File: config.mk
export PLATFORM = sky130hd
export DESIGN_NAME = bus_memtest_master
export DESIGN_NICKNAME = d
export VERILOG_FILES = /design/src/rtl/bus_memtest_pkg.sv /design/src/rtl/bus_memtest_pattern.sv /design/src/rtl/bus_memtest_master.sv
export SDC_FILE = /design/constraint.sdc
export NUM_CORES = 1
export LEC_CHECK = 0
export CAP_MARGIN = 25
export CORE_MARGIN = 2
export CORE_UTILIZATION = 40
export CTS_CLUSTER_DIAMETER = 50
export DETAILED_ROUTE_END_ITERATION = 12
export DONT_BUFFER_PORTS = 1
export PLACE_DENSITY = 0.52
export SYNTH_ARGS = -nofsm -noshare
export SYNTH_HDL_FRONTEND = slang
export SYNTH_SLANG_ARGS = --single-unit
File: constraint.sdc
create_clock -name clk_i -period 6.15 [get_ports clk_i]
set_input_delay 0.3075 -clock clk_i [delete_from_list [all_inputs] [get_ports clk_i]]
set_output_delay 0.3075 -clock clk_i [all_outputs]
set_load 0.02 [all_outputs]
File: src/rtl/bus_memtest_pkg.sv
// rtl/bus_memtest_pkg.sv - shared constants for the bus memory self-test master
package bus_memtest_pkg;

   localparam logic [2:0] ST_IDLE    = 3'd0;
   localparam logic [2:0] ST_WR_REQ  = 3'd1;
   localparam logic [2:0] ST_RD_REQ  = 3'd2;
   localparam logic [2:0] ST_RD_WAIT = 3'd3;
   localparam logic [2:0] ST_DONE    = 3'd4;

   localparam logic [3:0] BE_FULL     = 4'hF;
   localparam int         WORD_STRIDE = 4;

endpackage

File: src/rtl/bus_memtest_pattern.sv
// rtl/bus_memtest_pattern.sv - address-derived test word, shared by write and compare paths
module bus_memtest_pattern #(
   parameter logic [31:0] SEED = 32'hA5A5_0000
) (
   input  logic [31:0] addr_i,
   input  logic        inv_i,
   output logic [31:0] word_o
);

   assign word_o = addr_i ^ SEED ^ {32{inv_i}};

endmodule

File: src/rtl/bus_memtest_master.sv
// rtl/bus_memtest_master.sv - bus initiator that writes a pattern to N words, reads back and compares
module bus_memtest_master
   import bus_memtest_pkg::*;
#(
   parameter logic [31:0] SEED         = 32'hA5A5_0000,
   parameter int          RESP_TIMEOUT = 1024
) (
   input  logic        clk_i,
   input  logic        rst_i,
   input  logic        start_i,
   input  logic [31:0] base_addr_i,
   input  logic [15:0] num_words_i,
   input  logic        inv_i,
   output logic        busy_o,
   output logic        done_o,
   output logic [15:0] err_cnt_o,
   output logic [31:0] first_err_addr_o,
   output logic        timeout_o,
   output logic        bus_req_o,
   output logic        bus_we_o,
   output logic [31:0] bus_addr_bo,
   output logic [3:0]  bus_be_bo,
   output logic [31:0] bus_wdata_bo,
   input  logic        bus_ack_i,
   input  logic        bus_resp_i,
   input  logic [31:0] bus_rdata_bi
);

   localparam int             TW        = $clog2(RESP_TIMEOUT + 1);
   localparam logic [TW-1:0]  TIMER_MAX = TW'(RESP_TIMEOUT);

   logic [2:0]    state_q, state_d;
   logic [15:0]   idx_q, idx_d;
   logic [15:0]   num_q, num_d;
   logic [31:0]   base_q, base_d;
   logic          inv_q, inv_d;
   logic [TW-1:0] timer_q, timer_d;
   logic [15:0]   err_cnt_q, err_cnt_d;
   logic [31:0]   first_err_q, first_err_d;
   logic          timeout_q, timeout_d;
   logic          busy_q, busy_d;
   logic          done_q, done_d;
   logic          req_q, req_d;
   logic          we_q, we_d;
   logic [31:0]   addr_q, addr_d;
   logic [31:0]   wdata_q, wdata_d;
   logic [3:0]    be_q, be_d;

   logic          last_word;
   logic          nxt_inv;
   logic [15:0]   nxt_idx;
   logic [31:0]   nxt_base;
   logic [31:0]   nxt_addr;
   logic [31:0]   nxt_wdata;
   logic [31:0]   exp_rdata;

   // Next-request address is computed outside the FSM so the pattern generator sits off the state loop.
   assign last_word = (idx_q == num_q - 16'd1);
   assign nxt_base  = (state_q == ST_IDLE) ? (base_addr_i & ~32'h3) : base_q;
   assign nxt_inv   = (state_q == ST_IDLE) ? inv_i : inv_q;
   assign nxt_idx   = ((state_q == ST_IDLE) || last_word) ? 16'd0 : idx_q + 16'd1;
   assign nxt_addr  = nxt_base + 32'(nxt_idx) * 32'(WORD_STRIDE);

   bus_memtest_pattern #(.SEED(SEED)) u_wr_pattern (
      .addr_i (nxt_addr),
      .inv_i  (nxt_inv),
      .word_o (nxt_wdata)
   );

   bus_memtest_pattern #(.SEED(SEED)) u_cmp_pattern (
      .addr_i (addr_q),
      .inv_i  (inv_q),
      .word_o (exp_rdata)
   );

   always_comb begin
      state_d     = state_q;
      idx_d       = idx_q;
      num_d       = num_q;
      base_d      = base_q;
      inv_d       = inv_q;
      timer_d     = timer_q;
      err_cnt_d   = err_cnt_q;
      first_err_d = first_err_q;
      timeout_d   = timeout_q;
      busy_d      = busy_q;
      done_d      = 1'b0;
      req_d       = req_q;
      we_d        = we_q;
      addr_d      = addr_q;
      wdata_d     = wdata_q;
      be_d        = be_q;

      case (state_q)
         ST_IDLE: begin
            if (start_i) begin
               base_d      = nxt_base;
               num_d       = num_words_i;
               inv_d       = inv_i;
               idx_d       = 16'd0;
               err_cnt_d   = 16'd0;
               first_err_d = 32'd0;
               timeout_d   = 1'b0;
               busy_d      = 1'b1;
               if (num_words_i == 16'd0) begin
                  state_d = ST_DONE;
               end else begin
                  state_d = ST_WR_REQ;
                  req_d   = 1'b1;
                  we_d    = 1'b1;
                  addr_d  = nxt_addr;
                  wdata_d = nxt_wdata;
                  be_d    = BE_FULL;
               end
            end
         end
         ST_WR_REQ: begin
            if (bus_ack_i) begin
               idx_d  = nxt_idx;
               addr_d = nxt_addr;
               if (last_word) begin
                  state_d = ST_RD_REQ;
                  we_d    = 1'b0;
                  wdata_d = 32'd0;
               end else begin
                  wdata_d = nxt_wdata;
               end
            end
         end
         ST_RD_REQ: begin
            if (bus_ack_i) begin
               req_d   = 1'b0;
               timer_d = '0;
               state_d = ST_RD_WAIT;
            end
         end
         ST_RD_WAIT: begin
            // A response arriving on the expiry cycle still counts; it is checked before the timer.
            if (bus_resp_i) begin
               if (bus_rdata_bi != exp_rdata) begin
                  if (err_cnt_q == 16'd0) first_err_d = addr_q;
                  if (err_cnt_q != 16'hFFFF) err_cnt_d = err_cnt_q + 16'd1;
               end
               if (last_word) begin
                  state_d = ST_DONE;
               end else begin
                  state_d = ST_RD_REQ;
                  idx_d   = nxt_idx;
                  req_d   = 1'b1;
                  addr_d  = nxt_addr;
               end
            end else if (timer_q == TIMER_MAX) begin
               timeout_d = 1'b1;
               state_d   = ST_DONE;
            end else begin
               timer_d = timer_q + TW'(1);
            end
         end
         ST_DONE: begin
            busy_d  = 1'b0;
            done_d  = 1'b1;
            state_d = ST_IDLE;
         end
         default: state_d = ST_IDLE;
      endcase
   end

   always_ff @(posedge clk_i or posedge rst_i) begin
      if (rst_i) begin
         state_q     <= ST_IDLE;
         idx_q       <= 16'd0;
         num_q       <= 16'd0;
         base_q      <= 32'd0;
         inv_q       <= 1'b0;
         timer_q     <= '0;
         err_cnt_q   <= 16'd0;
         first_err_q <= 32'd0;
         timeout_q   <= 1'b0;
         busy_q      <= 1'b0;
         done_q      <= 1'b0;
         req_q       <= 1'b0;
         we_q        <= 1'b0;
         addr_q      <= 32'd0;
         wdata_q     <= 32'd0;
         be_q        <= 4'd0;
      end else begin
         state_q     <= state_d;
         idx_q       <= idx_d;
         num_q       <= num_d;
         base_q      <= base_d;
         inv_q       <= inv_d;
         timer_q     <= timer_d;
         err_cnt_q   <= err_cnt_d;
         first_err_q <= first_err_d;
         timeout_q   <= timeout_d;
         busy_q      <= busy_d;
         done_q      <= done_d;
         req_q       <= req_d;
         we_q        <= we_d;
         addr_q      <= addr_d;
         wdata_q     <= wdata_d;
         be_q        <= be_d;
      end
   end

   assign busy_o           = busy_q;
   assign done_o           = done_q;
   assign err_cnt_o        = err_cnt_q;
   assign first_err_addr_o = first_err_q;
   assign timeout_o        = timeout_q;
   assign bus_req_o        = req_q;
   assign bus_we_o         = we_q;
   assign bus_addr_bo      = addr_q;
   assign bus_be_bo        = be_q;
   assign bus_wdata_bo     = wdata_q;

endmodule

==> qor.txt <==
number of max-cap violations = 0
final period demand of the worst path = 5.48 ns
share of the cycle needed by the critical path after routing = 89.1%
hold path endpoint = num_q[9]
Buffers & Inverters on Critical Path = 3
fraction of the core area covered by cells at the end of the flow = 44.6%
hold crit path type = in -> reg
share of total power in sequential cells = 40.8%
CTS sink count = 197
Worst R2R Start = num_q[0]
Critical Path Slowest Stage Cell = sky130_fd_sc_hd__dfrtp_1
cell count after synthesis = 1144
Max Freq = 0.183 GHz
peak ir drop on the vdd network = 0.210 mV
Worst Setup End Kind = register
Post-synth top flop = sky130_fd_sc_hd__dfrtp_1
Post-DRT Antenna Nets = 0
vias in the first global route = 8165
combinational share of power = 41.8%
Final Skew = 0.0153 ns
count of flip-flops with a built-in enable after synthesis = 0
synthesized area per cell = 9.73 um2
R2R cell count = 25
FP Rows = 61
worst hold path startpoint = num_words_i[9]
post-placement cell area = 11600 um2
switching power = 3010 uW
setup TNS = 0 ns
leakage power total = 0.00535 uW
Pre-antenna DRT Iters = 6
Crit path largest cell delay = 0.44 ns
wire length of the first global-routing pass = 47.0 mm
Die Y = 171 um
switching share of total power = 45.2%
Critical Path Source = num_q[0]
category of the worst setup path launch point = register
relative contribution of the clock network to total power = 17.4%
Starting Density = 40.4%
top-level I/O count = 207
worst hold path cell count = 1
run status = completed
number of violations reported at the end of detailed-routing iteration 0 = 482
DIE WIDTH = 171 um
Remaining DRCs = 0
wirelength, routed = 30.3 mm
largest net degree at the start of global routing = 132
number of vias per cell after detailed routing = 5.51
cell family with the largest share of critical-path delay = simple AND/OR/NAND/NOR gates
clock buffer depth = 2
area overhead of the layout relative to synthesis = 10.3%
top library cells by usage in the layout, fill and taps aside = sky130_fd_sc_hd__dfrtp_1 (197), sky130_fd_sc_hd__nand2_1 (128), sky130_fd_sc_hd__nor2_1 (89)
core area = 27600 um2
critical path data arrival time = 5.80 ns
setup violation total in the final timing report = 0
warning count from the yosys run = 0
htree depth = 4
global route total overflow = 0
wire length per cell = 19.8 um
clock network latency to the later pin of the worst-skew pair = 0.43 ns
number of max-slew violations in the final report = 0
proportion of layout cells with a drive suffix above 1 = 11.8%
portion of the post-synthesis area used by sequential elements = 44.3%
setup fix buffers added after clock tree synthesis = 0
power density relative to cell area = 543 nW/um2
GRT Overall Usage = 20.8%
CTS tree = built
most frequent standard cell in the layout excluding fill and tap cells = sky130_fd_sc_hd__dfrtp_1
highest net fanout along the worst path = 5
worst rel slew slack = 29.2%
Synth async-reset ratio = 100%
cell area after synthesis = 11100 um2
total half-perimeter wirelength after legalization and detailed placement = 22.3 mm
flops & latches, synth = 197
number of antenna violations at the first check in global routing = 0
IO buf count = 0
nets in the synthesized netlist = 1252
Antenna Cells = 0
count of endpoints failing hold in the final timing report = 0
area of all placed cells without fillers = 12300 um2
RSZ-0062 raised after global routing = no
clock transition time at the flip-flop clock pins of the worst setup and hold paths = 0.08 ns
TritonCTS buffer count = 17
internal portion of total power = 3650 uW
final weighted congestion in routability-driven placement = 0.913
via count = 8430
data required time at the worst endpoint = 6.47 ns
Crit Reg-Reg Endpoint = bus_wdata_bo[16]
count of instances resized after the clock tree is built = 0
area of the die = 29200 um2
number of nets at the end of the flow = 1248
cell chosen for the clock root = sky130_fd_sc_hd__clkbuf_16
worst-case register-to-register setup slack = 0.67 ns
quantity of hold-fixing buffers added after cts = 8
actual slew at the worst max-slew pin = 1.06 ns
startpoint-to-endpoint class of the critical path = reg -> reg
Cell variety after synth = 77
## state kept, by name, indices dropped and copies added, names as in the netlist
name,flops
bus_be_bo,1
bus_wdata_bo,32
bus_we_o,1
err_cnt_o,16
done_o,1
bus_req_o,1
bus_addr_bo,32
first_err_addr_o,32
inv_q,1
num_q,16
timeout_o,1
timer_q,11
idx_q,16
base_q,32
busy_o,1
state_q,3
## metal layers
layer	global-route usage [%]	vias up	routed length [um]
met2	30.7	232	13000
met1	29.7	4099	14500
met3	6.04	23	2410
met4	5.42	0	434
li1	-	4076	-
met5	0	-	0
## layout make-up
type	count	area [um2]
tap	378	473
clock inverter	13	160
fill	2664	15300
timing repair buffer	33	290
inverter	40	158
clock buffer	19	433
multi-input combinational	851	5840
sequential	197	4930
## kinds of logic after synthesis
group           Yosys count  share of synthesized area [%]
flops                   197                           44.3
buf+inv                  96                           3.55
mux                      75                           7.41
compound gates          256                           16.2
fa+ha+maj                22                           2.54
xor+xnor                125                           9.90
simple gates            373                           16.1
## synth_stat cells (19+ instances only)
cell,instances,area [um2]
sky130_fd_sc_hd__dfrtp_1,197,4930
sky130_fd_sc_hd__xor2_1,55,482
sky130_fd_sc_hd__nor3_1,19,95.1
sky130_fd_sc_hd__a21oi_1,33,165
sky130_fd_sc_hd__mux2_2,57,642
sky130_fd_sc_hd__nand3_1,24,120
sky130_fd_sc_hd__ha_1,21,263
sky130_fd_sc_hd__o21ai_0,69,345
sky130_fd_sc_hd__inv_1,39,146
sky130_fd_sc_hd__nand2_1,128,480
sky130_fd_sc_hd__nor2_1,90,338
sky130_fd_sc_hd__a22o_1,61,534
sky130_fd_sc_hd__xnor2_1,69,604
sky130_fd_sc_hd__clkbuf_1,41,154
## through the flow
step	instances	setup WS, ns	hold slack, ns	power (uW)
2_1_floorplan	1144	0.474	0.424	4730
3_3_place_gp	1489	0.723	0.427	5510
3_5_place_dp	1489	0.671	0.433	5550
4_1_cts	1529	0.622	0.000107	6740
5_1_grt	1531	0.233	0.000212	7170
6_report	1531	0.671	0.0236	6660
## power by group through the flow
stage               Combinational [uW]  Sequential [uW]  Clock [uW]
floorplan                         2250             2480           0
global placement                  2780             2740           0
detailed placement                2800             2750           0
CTS                               2820             2720        1200
global route                      3110             2800        1260
finish                            2780             2720        1160
## worst max-delay path by stage
stage                             endpoint  slack [ns]  depth (start not counted)
after floorplan                  base_q[0]        0.47                          1
after global placement    bus_wdata_bo[16]        0.72                         25
after detailed placement  bus_wdata_bo[16]        0.67                         25
after CTS                 bus_wdata_bo[16]        0.62                         25
after global routing      bus_wdata_bo[16]        0.23                         25
final                     bus_wdata_bo[16]        0.67                         25
Note: power is estimated with default switching activity, not from simulation.
